## src/rtl/iccm_ctrl_pkg.sv

```systemverilog
// Shared types and constants for the ICCM load arbiter: FSM state encoding,
// default bus widths and read-error codes.
package iccm_ctrl_pkg;

  localparam int ICCM_AW = 11;
  localparam int ICCM_DW = 32;

  typedef enum logic [1:0] {
    ST_LOAD    = 2'd0,
    ST_DRAIN   = 2'd1,
    ST_RUN     = 2'd2,
    ST_QUIESCE = 2'd3
  } iccm_state_e;

  localparam logic [1:0] ERR_NONE   = 2'b00;
  localparam logic [1:0] ERR_UNCORR = 2'b10;

endpackage

```

## src/rtl/iccm_ctrl_fsm.sv

```systemverilog
// Ownership FSM for the ICCM port: loader owns it in LOAD, core owns it in RUN,
// DRAIN and QUIESCE are the hand-over states in each direction.
module iccm_ctrl_fsm
  import iccm_ctrl_pkg::*;
(
  input  logic        clk_i,
  input  logic        rst_i,
  input  logic        i_ld_done,
  input  logic        i_reload_req,
  input  logic        i_rd_pending,
  output iccm_state_e o_state,
  output logic        o_enter_load
);

  iccm_state_e r_state;
  iccm_state_e w_next;

  always_ff @(posedge clk_i or posedge rst_i) begin
    if (rst_i) begin
      r_state <= ST_LOAD;
    end else begin
      r_state <= w_next;
    end
  end

  always_comb begin
    w_next       = r_state;
    o_enter_load = 1'b0;
    case (r_state)
      ST_LOAD: begin
        if (i_ld_done) w_next = ST_DRAIN;
      end
      ST_DRAIN: begin
        w_next = ST_RUN;
      end
      ST_RUN: begin
        if (i_reload_req) w_next = ST_QUIESCE;
      end
      ST_QUIESCE: begin
        // Loader may only take the port back once every granted read has returned.
        if (!i_rd_pending) begin
          w_next       = ST_LOAD;
          o_enter_load = 1'b1;
        end
      end
      default: begin
        w_next = ST_LOAD;
      end
    endcase
  end

  assign o_state = r_state;

endmodule

```

## src/rtl/iccm_load_arbiter.sv

```systemverilog
// Arbitrates the ICCM SRAM port between the program loader and the core.
// Optional macro ICCM_CORE_WRITE_PROTECT_EN blocks core writes and flags them on core_err_o.
module iccm_load_arbiter
  import iccm_ctrl_pkg::*;
#(
  parameter int AW = ICCM_AW,
  parameter int DW = ICCM_DW
) (
  input  logic          clk_i,
  input  logic          rst_i,

  input  logic          ld_valid_i,
  output logic          ld_ready_o,
  input  logic [AW-1:0] ld_addr_i,
  input  logic [DW-1:0] ld_wdata_i,
  input  logic [DW-1:0] ld_wmask_i,
  input  logic          ld_done_i,
  input  logic          reload_req_i,

  input  logic          core_req_i,
  input  logic          core_we_i,
  input  logic [AW-1:0] core_addr_i,
  input  logic [DW-1:0] core_wdata_i,
  input  logic [DW-1:0] core_wmask_i,
  output logic          core_gnt_o,
  output logic [DW-1:0] core_rdata_o,
  output logic          core_rvalid_o,
  output logic [1:0]    core_err_o,

  output logic          mem_en_o,
  output logic          mem_we_o,
  output logic [AW-1:0] mem_addr_o,
  output logic [DW-1:0] mem_wdata_o,
  output logic [DW-1:0] mem_wmask_o,
  input  logic [DW-1:0] mem_rdata_i,

  output logic [1:0]    state_o,
  output logic [AW:0]   load_count_o,
  output logic          core_fetch_en_o
);

  localparam logic [AW:0] LP_CNT_MAX = {1'b1, {AW{1'b0}}};

  iccm_state_e w_state;
  logic        w_enter_load;
  logic        w_in_load;
  logic        w_in_run;
  logic        w_ld_acc;
  logic        w_core_gnt;
  logic        w_core_fwd;
  logic        r_rvalid;
  logic [AW:0] r_load_count;

  iccm_ctrl_fsm u_fsm (
    .clk_i        (clk_i),
    .rst_i        (rst_i),
    .i_ld_done    (ld_done_i),
    .i_reload_req (reload_req_i),
    .i_rd_pending (r_rvalid),
    .o_state      (w_state),
    .o_enter_load (w_enter_load)
  );

  // Reset gates the loader path directly so no write escapes while rst_i is high.
  assign w_in_load  = (w_state == ST_LOAD) & ~rst_i;
  assign w_in_run   = (w_state == ST_RUN) & ~reload_req_i;
  assign w_ld_acc   = w_in_load & ld_valid_i;
  assign w_core_gnt = w_in_run & core_req_i;

`ifdef ICCM_CORE_WRITE_PROTECT_EN
  logic r_werr;

  assign w_core_fwd = w_core_gnt & ~core_we_i;

  always_ff @(posedge clk_i or posedge rst_i) begin
    if (rst_i) begin
      r_werr <= 1'b0;
    end else begin
      r_werr <= w_core_gnt & core_we_i;
    end
  end

  assign core_err_o = r_werr ? ERR_UNCORR : ERR_NONE;
`else
  assign w_core_fwd = w_core_gnt;
  assign core_err_o = ERR_NONE;
`endif

  always_comb begin
    mem_en_o    = 1'b0;
    mem_we_o    = 1'b0;
    mem_addr_o  = '0;
    mem_wdata_o = '0;
    mem_wmask_o = '0;
    if (w_ld_acc) begin
      mem_en_o    = 1'b1;
      mem_we_o    = 1'b1;
      mem_addr_o  = ld_addr_i;
      mem_wdata_o = ld_wdata_i;
      mem_wmask_o = ld_wmask_i;
    end else if (w_core_fwd) begin
      mem_en_o    = 1'b1;
      mem_we_o    = core_we_i;
      mem_addr_o  = core_addr_i;
      mem_wdata_o = core_wdata_i;
      mem_wmask_o = core_wmask_i;
    end
  end

  always_ff @(posedge clk_i or posedge rst_i) begin
    if (rst_i) begin
      r_rvalid     <= 1'b0;
      r_load_count <= '0;
    end else begin
      r_rvalid <= w_core_gnt & ~core_we_i;
      if (w_enter_load) begin
        r_load_count <= '0;
      end else if (w_ld_acc && (r_load_count != LP_CNT_MAX)) begin
        r_load_count <= r_load_count + 1'b1;
      end
    end
  end

  assign ld_ready_o      = w_in_load;
  assign core_gnt_o      = w_core_gnt;
  assign core_fetch_en_o = w_in_run;
  assign core_rvalid_o   = r_rvalid;
  assign core_rdata_o    = mem_rdata_i;
  assign state_o         = w_state;
  assign load_count_o    = r_load_count;

endmodule

```

## config.mk

```make
export PLATFORM = sky130hd
export DESIGN_NAME = iccm_load_arbiter
export DESIGN_NICKNAME = d
export VERILOG_FILES = /design/src/rtl/iccm_ctrl_pkg.sv /design/src/rtl/iccm_ctrl_fsm.sv /design/src/rtl/iccm_load_arbiter.sv
export SDC_FILE = /design/constraint.sdc
export NUM_CORES = 1
export LEC_CHECK = 0
export BUFFER_PORTS_ARGS = -buffer_cell sky130_fd_sc_hd__buf_2
export CAP_MARGIN = 20
export CORE_AREA = 2 2 124 126
export CTS_CLUSTER_SIZE = 24
export DETAILED_ROUTE_END_ITERATION = 16
export DIE_AREA = 0 0 126 128
export HOLD_SLACK_MARGIN = 0.03
export PLACE_DENSITY_LB_ADDON = 0.05
export SYNTH_ARGS = -nofsm -noshare
export SYNTH_HDL_FRONTEND = slang
export SYNTH_SLANG_ARGS = --single-unit
```

## constraint.sdc

```tcl
create_clock -name clk_i -period 3.8 [get_ports clk_i]
set_input_delay 0.57 -clock clk_i [delete_from_list [all_inputs] [get_ports clk_i]]
set_output_delay 0.57 -clock clk_i [all_outputs]
set_load 0.05 [all_outputs]
```

======== Yosys cells after proc, flatten, opt, wreduce, memory -nomap -nowiden ========
Cells that the tools add are included.
storage, ports and cells
  register bits ........................... 15
  output and inout port bits .............. 129
  input port bits ......................... 189
  word-level logic and storage cells ...... 41
operators by class
  reduce and logical (&&, ||, !) cells .... 4
  bitwise gates (word level) .............. 8
  muxes and demuxes ....................... 18
  add/subtract/negate cells ............... 1
  equality and inequality tests ........... 7
operators by type and width
  cell                     number
  $mux W32                 4
  $mux W12                 2
  $mux W11                 2
  $add A12 B1 Y12 const B  1
  $ne A12 B12 Y1 const B   1
  $pmux W2 S4              1
  $mux W1                  6
  $mux W2                  3
  $ne A2 B2 Y1 const B     3
  $and A1 B1 Y1            5
  $eq A2 B2 Y1 const B     2
  $not A1 Y1               3
  $reduce_and A3 Y1        1
  $eq A2 B1 Y1 const B     1
  $logic_not A2 Y1         1
  $reduce_bool A2 Y1       1
  $logic_and A1 B1 Y1      1

======== Depth between registers and ports, before layout ========
Gate-level depths: netlist (run 1).
  depth after elaboration ................. 6
  depth in mapped cells ................... 8
  gate-level depth less buffers ........... 7

======== Cells and area by module ========
Synthesis (run 1) repeated with hierarchy kept, for this count alone.
second synthesis, totals
  cells, all modules ...................... 222
  area, all modules ....................... 1919.3 um^2
modules (own cells, without submodules)
  module             area each (um^2)  times used  cells each  sequential area each (um^2)
  iccm_load_arbiter  1766.7            1           206         325.3
  iccm_ctrl_fsm      152.6             1           16          50.0

======== Worst setup path after synthesis (run 1) ========
Ideal clock, no wire load.
  path kind ............................... reg-to-output
  from .................................... reg u_fsm.r_state[1] (netlist: u_fsm.o_state[1])
  to ...................................... out mem_addr_o[0]
  path buffers ............................ 2
  data required time ...................... 3230 ps
  arrival ................................. 2821 ps
  path slack .............................. 409 ps
  cell stages (with the launch flop) ...... 8
  cells stage by stage .................... dfrtp_1 ha_1 nor2b_1 nand2_1 nor2_2 buf_4 buf_6 a22o_1
between the ends
  longest elaborated chain between the ends .. 5
  elaborated cells between the ends (all ways) .. 8
  classes of those cells .................. eq/ne: 1; mux: 2; bitwise: 4; reduce/logical: 1
RTL lines
  what                    line                      RTL
  from (decl)             iccm_ctrl_fsm.sv:15       iccm_state_e r_state;
  from (signal assigned)  iccm_ctrl_fsm.sv:22       r_state <= w_next;
  $eq A2 B2 Y1            iccm_load_arbiter.sv:66   assign w_in_run = (w_state == ST_RUN) & ~reload_req_i;
  $and A1 B1 Y1           iccm_load_arbiter.sv:66
  via core_fetch_en_o     iccm_load_arbiter.sv:39   output logic core_fetch_en_o
  $and A1 B1 Y1           iccm_load_arbiter.sv:68   assign w_core_gnt = w_in_run & core_req_i;
  $mux W11                iccm_load_arbiter.sv:101  end else if (w_core_fwd) begin
  $mux W11                iccm_load_arbiter.sv:95   if (w_ld_acc) begin
  to (decl)               iccm_load_arbiter.sv:32   output logic [AW-1:0] mem_addr_o,
The timed path passes the listed nets, and every way through them passes these cells.

======== Worst setup path in the final report (run 1) ========
  from .................................... reg u_fsm.r_state[0] (netlist: u_fsm.o_state[0])
  to ...................................... out mem_wdata_o[31]
between the ends
  longest elaborated chain between the ends .. 5
  elaborated cells between the ends (all ways) .. 8
  classes of those cells .................. eq/ne: 1; mux: 2; bitwise: 4; reduce/logical: 1
RTL lines
  what           line                      RTL
  $eq A2 B2 Y1   iccm_load_arbiter.sv:66
  $and A1 B1 Y1  iccm_load_arbiter.sv:66
  $and A1 B1 Y1  iccm_load_arbiter.sv:68
  $mux W32       iccm_load_arbiter.sv:101
  $mux W32 *     iccm_load_arbiter.sv:95
  to (decl)      iccm_load_arbiter.sv:33   output logic [DW-1:0] mem_wdata_o,
Every way passes the cells marked *; elsewhere a longest branch is shown, timed or not.

==> out/results.txt, run 1 <==
status -> complete, no violations
RSZ-0062 raised after global routing -> false
Ys Warns -> 0
total core area -> 14,860 um2
Clock Sinks -> 15
fillers -> 1,745
Setup-failing EPs final -> 0
sequential share of the synthesized area -> 19.57%
hold_buf cts -> 0
DRT Pass-1 Iters -> 4
Post-CTS Setup Repair Bufs -> 0
worst-path fanout max -> 80
clk_lat worst skew -> 250 ps
Final HPWL DP -> 9225 um
fin util -> 21.26%
Num CTS Buffers -> 3
Routed Antenna Nets -> 0
initial antenna violation count -> 0
Rows -> 45
Area growth syn-to-layout -> 64.77%
Hold Crit Class -> input port to async pin
largest area contributor in the netlist -> a22o_1
routability cong. -> 0.7527
most crowded layer after global routing -> met2
clock period minus worst slack -> 3178 ps
critical path required time -> 3230 ps
LEAKAGE -> 1.882 nW
Layout Nets -> 625
met3 usage -> 4.007%
synth top area cells -> a22o_1, dfrtp_1, buf_4
die width -> 126 um
share of the synthesized area in the top cell type -> 34.25%
Slew @ Worst Pin -> 886.4 ps
number of synthesized flops with an enable pin -> 0
fmax -> 314.6 MHz
CP Capture Type -> primary output
path type of the worst setup path -> flip-flop to primary output
Crit path largest cell delay -> 670 ps
CTS clk-pin slew, worst paths -> 60 ps
VDD IR-drop max -> 0.2663 mV
relative slew slack -> 40.79%
setup TNS -> 0 ps
Critical Path Source Type -> flip-flop
GRT Residual Overflow -> 0
DRC -> 0
vias in the first global route -> 2,610
MaxCap Viol Count -> 0
cells along the critical path -> inv_1, ha_1, and3b_2, buf_4, a22o_1, buf_2
period utilization -> 83.64%
Initial Util -> 12.90%
final instance area -> 3161 um2
met1 Use GR -> 14.84%
hold slack final -> 433.4 ps
Max Slew Vio Count -> 0
Total GRT Usage -> 12.25%
Syn Inst Count -> 223
Layout Skew -> 4.634 ps
CTS tree -> built
port buffer count -> 251
diode count -> 0
Clock Tree Buf Depth -> 2
Root Buffer -> clkbuf_16
worst r2r src -> u_fsm.o_state[0]$_DFFE_PP0P_
slowest cell on the critical path -> buf_4
DIE HEIGHT -> 128 um
Non-Filler Instances -> 618
DIE AREA -> 16,130 um2
placed cell count -> 614
Pwr per Cell Area -> 509.0 nW/um2
final wirelength -> 11,180 um
IO Count -> 318
DP Area -> 3080 um2
Fin. Hold Viols -> 0
synthesized area -> 1918 um2
mean area per synthesized cell -> 8.601 um2
via/cell ratio -> 4.183
ys flop type -> dfrtp_1
wire length per cell -> 18.09 um
share of layout cells above drive strength 1 -> 61.63%
ys async rst share -> 100.0%
largest net degree at the start of global routing -> 81
GR Util met2 -> 21.95%
DR iter-0 viols -> 98
Resized cells post-CTS -> 0
Seq cells post-synth -> 15
first-pass GRT wire length -> 15,620 um
htree depth -> 1
via count -> 2,585
Data arrival, critical path -> 2610 ps
Worst Setup SP -> u_fsm.o_state[0]$_DFFE_PP0P_
distinct cell type count after synthesis -> 40
## layout by cell type, fill, tap and decap left out, types with 2 or more instances in the layout
cell type    n
and2_1       2
nor4b_1      2
a21oi_1      4
nand4_1      3
buf_2      251
inv_1        7
clkbuf_16    3
ha_1         5
nor2b_1      2
nand2_1     14
o21ai_0      3
nand3_1      4
xnor2_1      2
dfrtp_1     15
conb_1       2
nor2_1       7
a22o_1      75
xor2_1       3
buf_4        2
or3_1        3
## cells by family after synthesis
kind of cell	count (synthesis)	synth area share (%)
simple gates	50	15.27
compound gates	88	38.55
buf+inv	59	20.87
flops	15	19.57
xor+xnor	5	2.284
fa+ha+maj	5	3.262
other cells	1	0.1955
## routing by layer
metal  share of wire [%]  up-vias
li1                    -     1226
met1                  40     1182
met2                  50      173
met3                  10        4
met4                0.48        0
met5                   0        -
## cells in the mapped netlist (2+ instances only)
cell       n
and2_1     2
buf_2      5
or3_1      3
buf_4     36
ha_1       5
xor2_1     3
dfrtp_1   15
nand4_1    3
inv_1      7
nand3_1    4
xnor2_1    2
nor2b_1    2
clkbuf_1   6
buf_6      5
nor2_1     7
o21ai_0    3
a22o_1    75
nor4b_1    2
nand2_1   14
a21oi_1    4
## worst paths after layout
| kind | to | slack, ps | cells after the start |
|---|---|---|---|
| setup / recovery | mem_wdata_o[31] | 620 | 6 |
| hold / removal | load_count_o[7]$_DFFE_PP0P_ | 430 | 2 |
| setup reg to reg | load_count_o[2]$_DFFE_PP0P_ | 1320 | 7 |
| hold reg to reg | load_count_o[11]$_DFFE_PP0P_ | 590 | 2 |
| max in group asynchronous | load_count_o[2]$_DFFE_PP0P_ | 2950 | 2 |
| min in group clk_i | core_rvalid_o$_DFF_PP0_ | 500 | 2 |
## registers in the layout (all words and copies together), names as in the netlist
name,count
load_count_o,12
u_fsm.o_state,2
core_rvalid_o,1
## where the power goes
part           internal (mW)  leakage, nW  switching [mW]
clock network          0.141       0.0409          0.0718
registers              0.182        0.204          0.0268
logic                  0.314         1.64           0.873
## cell type report
class	instances	area (um2)	share of cell area, %
Clock buffer	3	75.07	2.375
Tap cell	188	235.2	7.443
Sequential cell	15	375.4	11.88
Timing Repair Buffer	254	1291	40.86
Multi-Input combinational cell	150	1152	36.46
Inverter	7	26.28	0.8314
Clock inverter	1	5.005	0.1584
## critical path, delay by kind of cell (launching register included)
kind            cells  cell delay [ps]
compound gates      1              320
buf+inv             3             1050
fa+ha+maj           1              270
simple gates        1              250
flops               1              410
## through the flow
stage	setup WS (ps)	power, mW
5_1_grt	407.7	1.695
6_report	621.6	1.609
2_1_floorplan	408.6	1.189
3_5_place_dp	862.8	1.412
3_3_place_gp	873.4	1.420
4_1_cts	585.4	1.633
Power figures use the tool's default switching activity.
==> inputs of run 2 (changes only) <==
--- a/config.mk
+++ b/config.mk
@@ -7,10 +7,10 @@
 export LEC_CHECK = 0
 export BUFFER_PORTS_ARGS = -buffer_cell sky130_fd_sc_hd__buf_2
 export CAP_MARGIN = 20
-export CORE_AREA = 2 2 124 126
+export CORE_AREA = 2 2 125 127
 export CTS_CLUSTER_SIZE = 24
 export DETAILED_ROUTE_END_ITERATION = 16
-export DIE_AREA = 0 0 126 128
+export DIE_AREA = 0 0 127 129
 export HOLD_SLACK_MARGIN = 0.03
 export PLACE_DENSITY_LB_ADDON = 0.05
 export SYNTH_ARGS = -nofsm -noshare
==> constraint.sdc (replaced) <==
create_clock -name clk_i -period 3.15 [get_ports clk_i]
set_input_delay 0.4725 -clock clk_i [delete_from_list [all_inputs] [get_ports clk_i]]
set_output_delay 0.4725 -clock clk_i [all_outputs]
set_load 0.05 [all_outputs]
==> out/results.txt, run 2 (synthesis results as in run 1) <==
status -> complete, no violations
wire length per cell -> 17.52 um (-3.1%)
Fin. Hold Viols -> 0 (unchanged)
largest net degree at the start of global routing -> 81 (unchanged)
initial antenna violation count -> 0 (unchanged)
Pwr per Cell Area -> 611.7 nW/um2 (+20%)
DP Area -> 3108 um2 (+0.89%)
setup TNS -> 0 ps (unchanged)
CP Capture Type -> primary output
relative slew slack -> 40.14% (-0.65 points)
Data arrival, critical path -> 2290 ps (-320 ps)
share of layout cells above drive strength 1 -> 61.63% (unchanged)
commonest non-fill, non-tap cell in the layout -> buf_2
wire length on met3 -> 997 um (-13%)
final wirelength -> 10,830 um (-3.1%)
Max Slew Vio Count -> 0 (unchanged)
Area growth syn-to-layout -> 66.14%
Layout Skew -> 8.401 ps (+3.767 ps)
Clock Sinks -> 15 (unchanged)
CTS tree -> built
DIE HEIGHT -> 129 um (+0.78%)
htree depth -> 1 (unchanged)
pre-CTS setup slack -> 624.3 ps (-238.5 ps)
Layout Nets -> 625 (unchanged)
Initial Util -> 12.81% (-0.097 points)
DIE AREA -> 16,380 um2 (+1.6%)
placed cell count -> 614 (unchanged)
MaxCap Viol Count -> 0 (unchanged)
Critical Path Source Type -> flip-flop
PnR worst setup slack -> 385.9 ps (-235.7 ps)
critical path required time -> 2680 ps (-550 ps)
CP top delay family -> buffers and inverters
post-route met1 wirelength -> 4185 um (-5.7%)
diode count -> 0 (unchanged)
slowest cell on the critical path -> dfrtp_1
die width -> 127 um (+0.79%)
DRC -> 0 (unchanged)
Num CTS Buffers -> 3 (unchanged)
via/cell ratio -> 4.149 (-0.81%)
clk_lat worst skew -> 250 ps (about the same)
final instance area -> 3187 um2 (+0.83%)
Top Layer Used -> met4
Final HPWL DP -> 8875 um (-3.8%)
LEAKAGE -> 1.886 nW (+0.19%)
Routed Antenna Nets -> 0 (unchanged)
total chip power -> 1.949 mW (+21%)
DRT Pass-1 Iters -> 4 (unchanged)
hold_buf cts -> 0 (unchanged)
total core area -> 14,980 um2 (+0.76%)
CTS clk-pin slew, worst paths -> 50 ps (about the same)
DR iter-0 viols -> 92 (-6.1%)
routability cong. -> 0.7160 (-4.9%)
Resized cells post-CTS -> 0 (unchanged)
clock period minus worst slack -> 2764 ps
vias in the first global route -> 2,349 (-10%)
Post-CTS Setup Repair Bufs -> 0 (unchanged)
Rows -> 45 (unchanged)
first-pass GRT wire length -> 14,340 um (-8.2%)
GRT Residual Overflow -> 0 (unchanged)
highest-count cells in the layout ignoring fill and taps -> buf_2, a22o_1, dfrtp_1
Largest register FFs -> 12 (unchanged)
worst-path fanout max -> 43 (-46%)
port buffer count -> 251 (unchanged)
Crit path largest cell delay -> 390 ps (-280 ps)
Setup-failing EPs final -> 0 (unchanged)
Clock Tree Buf Depth -> 2 (unchanged)
fmax -> 361.8 MHz
Non-Filler Instances -> 618 (unchanged)
VDD IR-drop max -> 0.3092 mV (+16%)
path type of the worst setup path -> flip-flop to primary output
period utilization -> 87.75%
via count -> 2,564 (-0.81%)
met2 wire length -> 5541 um (unchanged)
cells along the critical path -> inv_1, ha_1, and3b_2, nor2_4, buf_12, a22o_1, buf_2
RSZ-0062 raised after global routing -> false
IO Count -> 318 (unchanged)
Slew @ Worst Pin -> 896.0 ps (+9.657 ps)
Root Buffer -> clkbuf_16
Crit path buffers/inverters -> 3 (unchanged)
Hold Crit Class -> input port to async pin
Total GRT Usage -> 11.38% (-0.86 points)
==> run 2: cell count changes in the layout (fill, tap and decap cells not counted) <==
| cell | delta |
|---|---|
| clkbuf_1 | +1 |
| buf_12 | +2 |
| buf_4 | -2 |
| nor2b_2 | +1 |
| nor2b_1 | -1 |
| clkinv_2 | -1 |
==> run 2: metrics by stage <==
step / hold WS [ps] / util [%]
6_report: 322.3 / 21.28
5_1_grt: 400.8 / 21.28
4_1_cts: 360.7 / 21.28
3_5_place_dp: 571.1 / 20.75
3_3_place_gp: 557.4 / 20.75
2_1_floorplan: 374.0 / -
==> run 2: area by class of cell <==
| type | instances | area [um2] |
|---|---|---|
| clock buffers | 4 | 78.83 |
| fillers | 1709 | 11790 |
| inverters | 7 | 26.28 |
| multi-input cells | 150 | 1155 |
| flip-flops and latches | 15 | 375.4 |
| well taps | 188 | 235.2 |
| repair buffers | 254 | 1316 |
==> run 2: path summary, 6_finish.rpt <==
path                                         startpoint                      endpoint  slack (ps)  depth (start not counted)
setup / recovery           u_fsm.o_state[0]$_DFFE_PP0P_                mem_addr_o[10]         390                          7
hold / removal                                    rst_i       core_rvalid_o$_DFF_PP0_         320                          2
setup reg to reg           u_fsm.o_state[0]$_DFFE_PP0P_   load_count_o[2]$_DFFE_PP0P_        1150                          7
hold reg to reg            u_fsm.o_state[0]$_DFFE_PP0P_  u_fsm.o_state[0]$_DFFE_PP0P_         580                          2
max in group asynchronous                         rst_i  load_count_o[11]$_DFFE_PP0P_        2410                          2
min in group clk_i                            core_we_i       core_rvalid_o$_DFF_PP0_         410                          2
==> run 2: layer usage <==
layer	up-vias	global-route usage, %
li1	1226	-
met1	1167	13.43
met2	155	20.62
met3	16	3.825
met4	0	1.487
met5	-	0
==> run 2: power by group <==
| part | switching, mW | internal (mW) | total [mW] |
|---|---|---|---|
| Clock | 0.0773 | 0.171 | 0.249 |
| Combinational | 1.06 | 0.391 | 1.45 |
| Sequential | 0.0291 | 0.220 | 0.249 |
| Total | 1.17 | 0.782 | 1.95 |
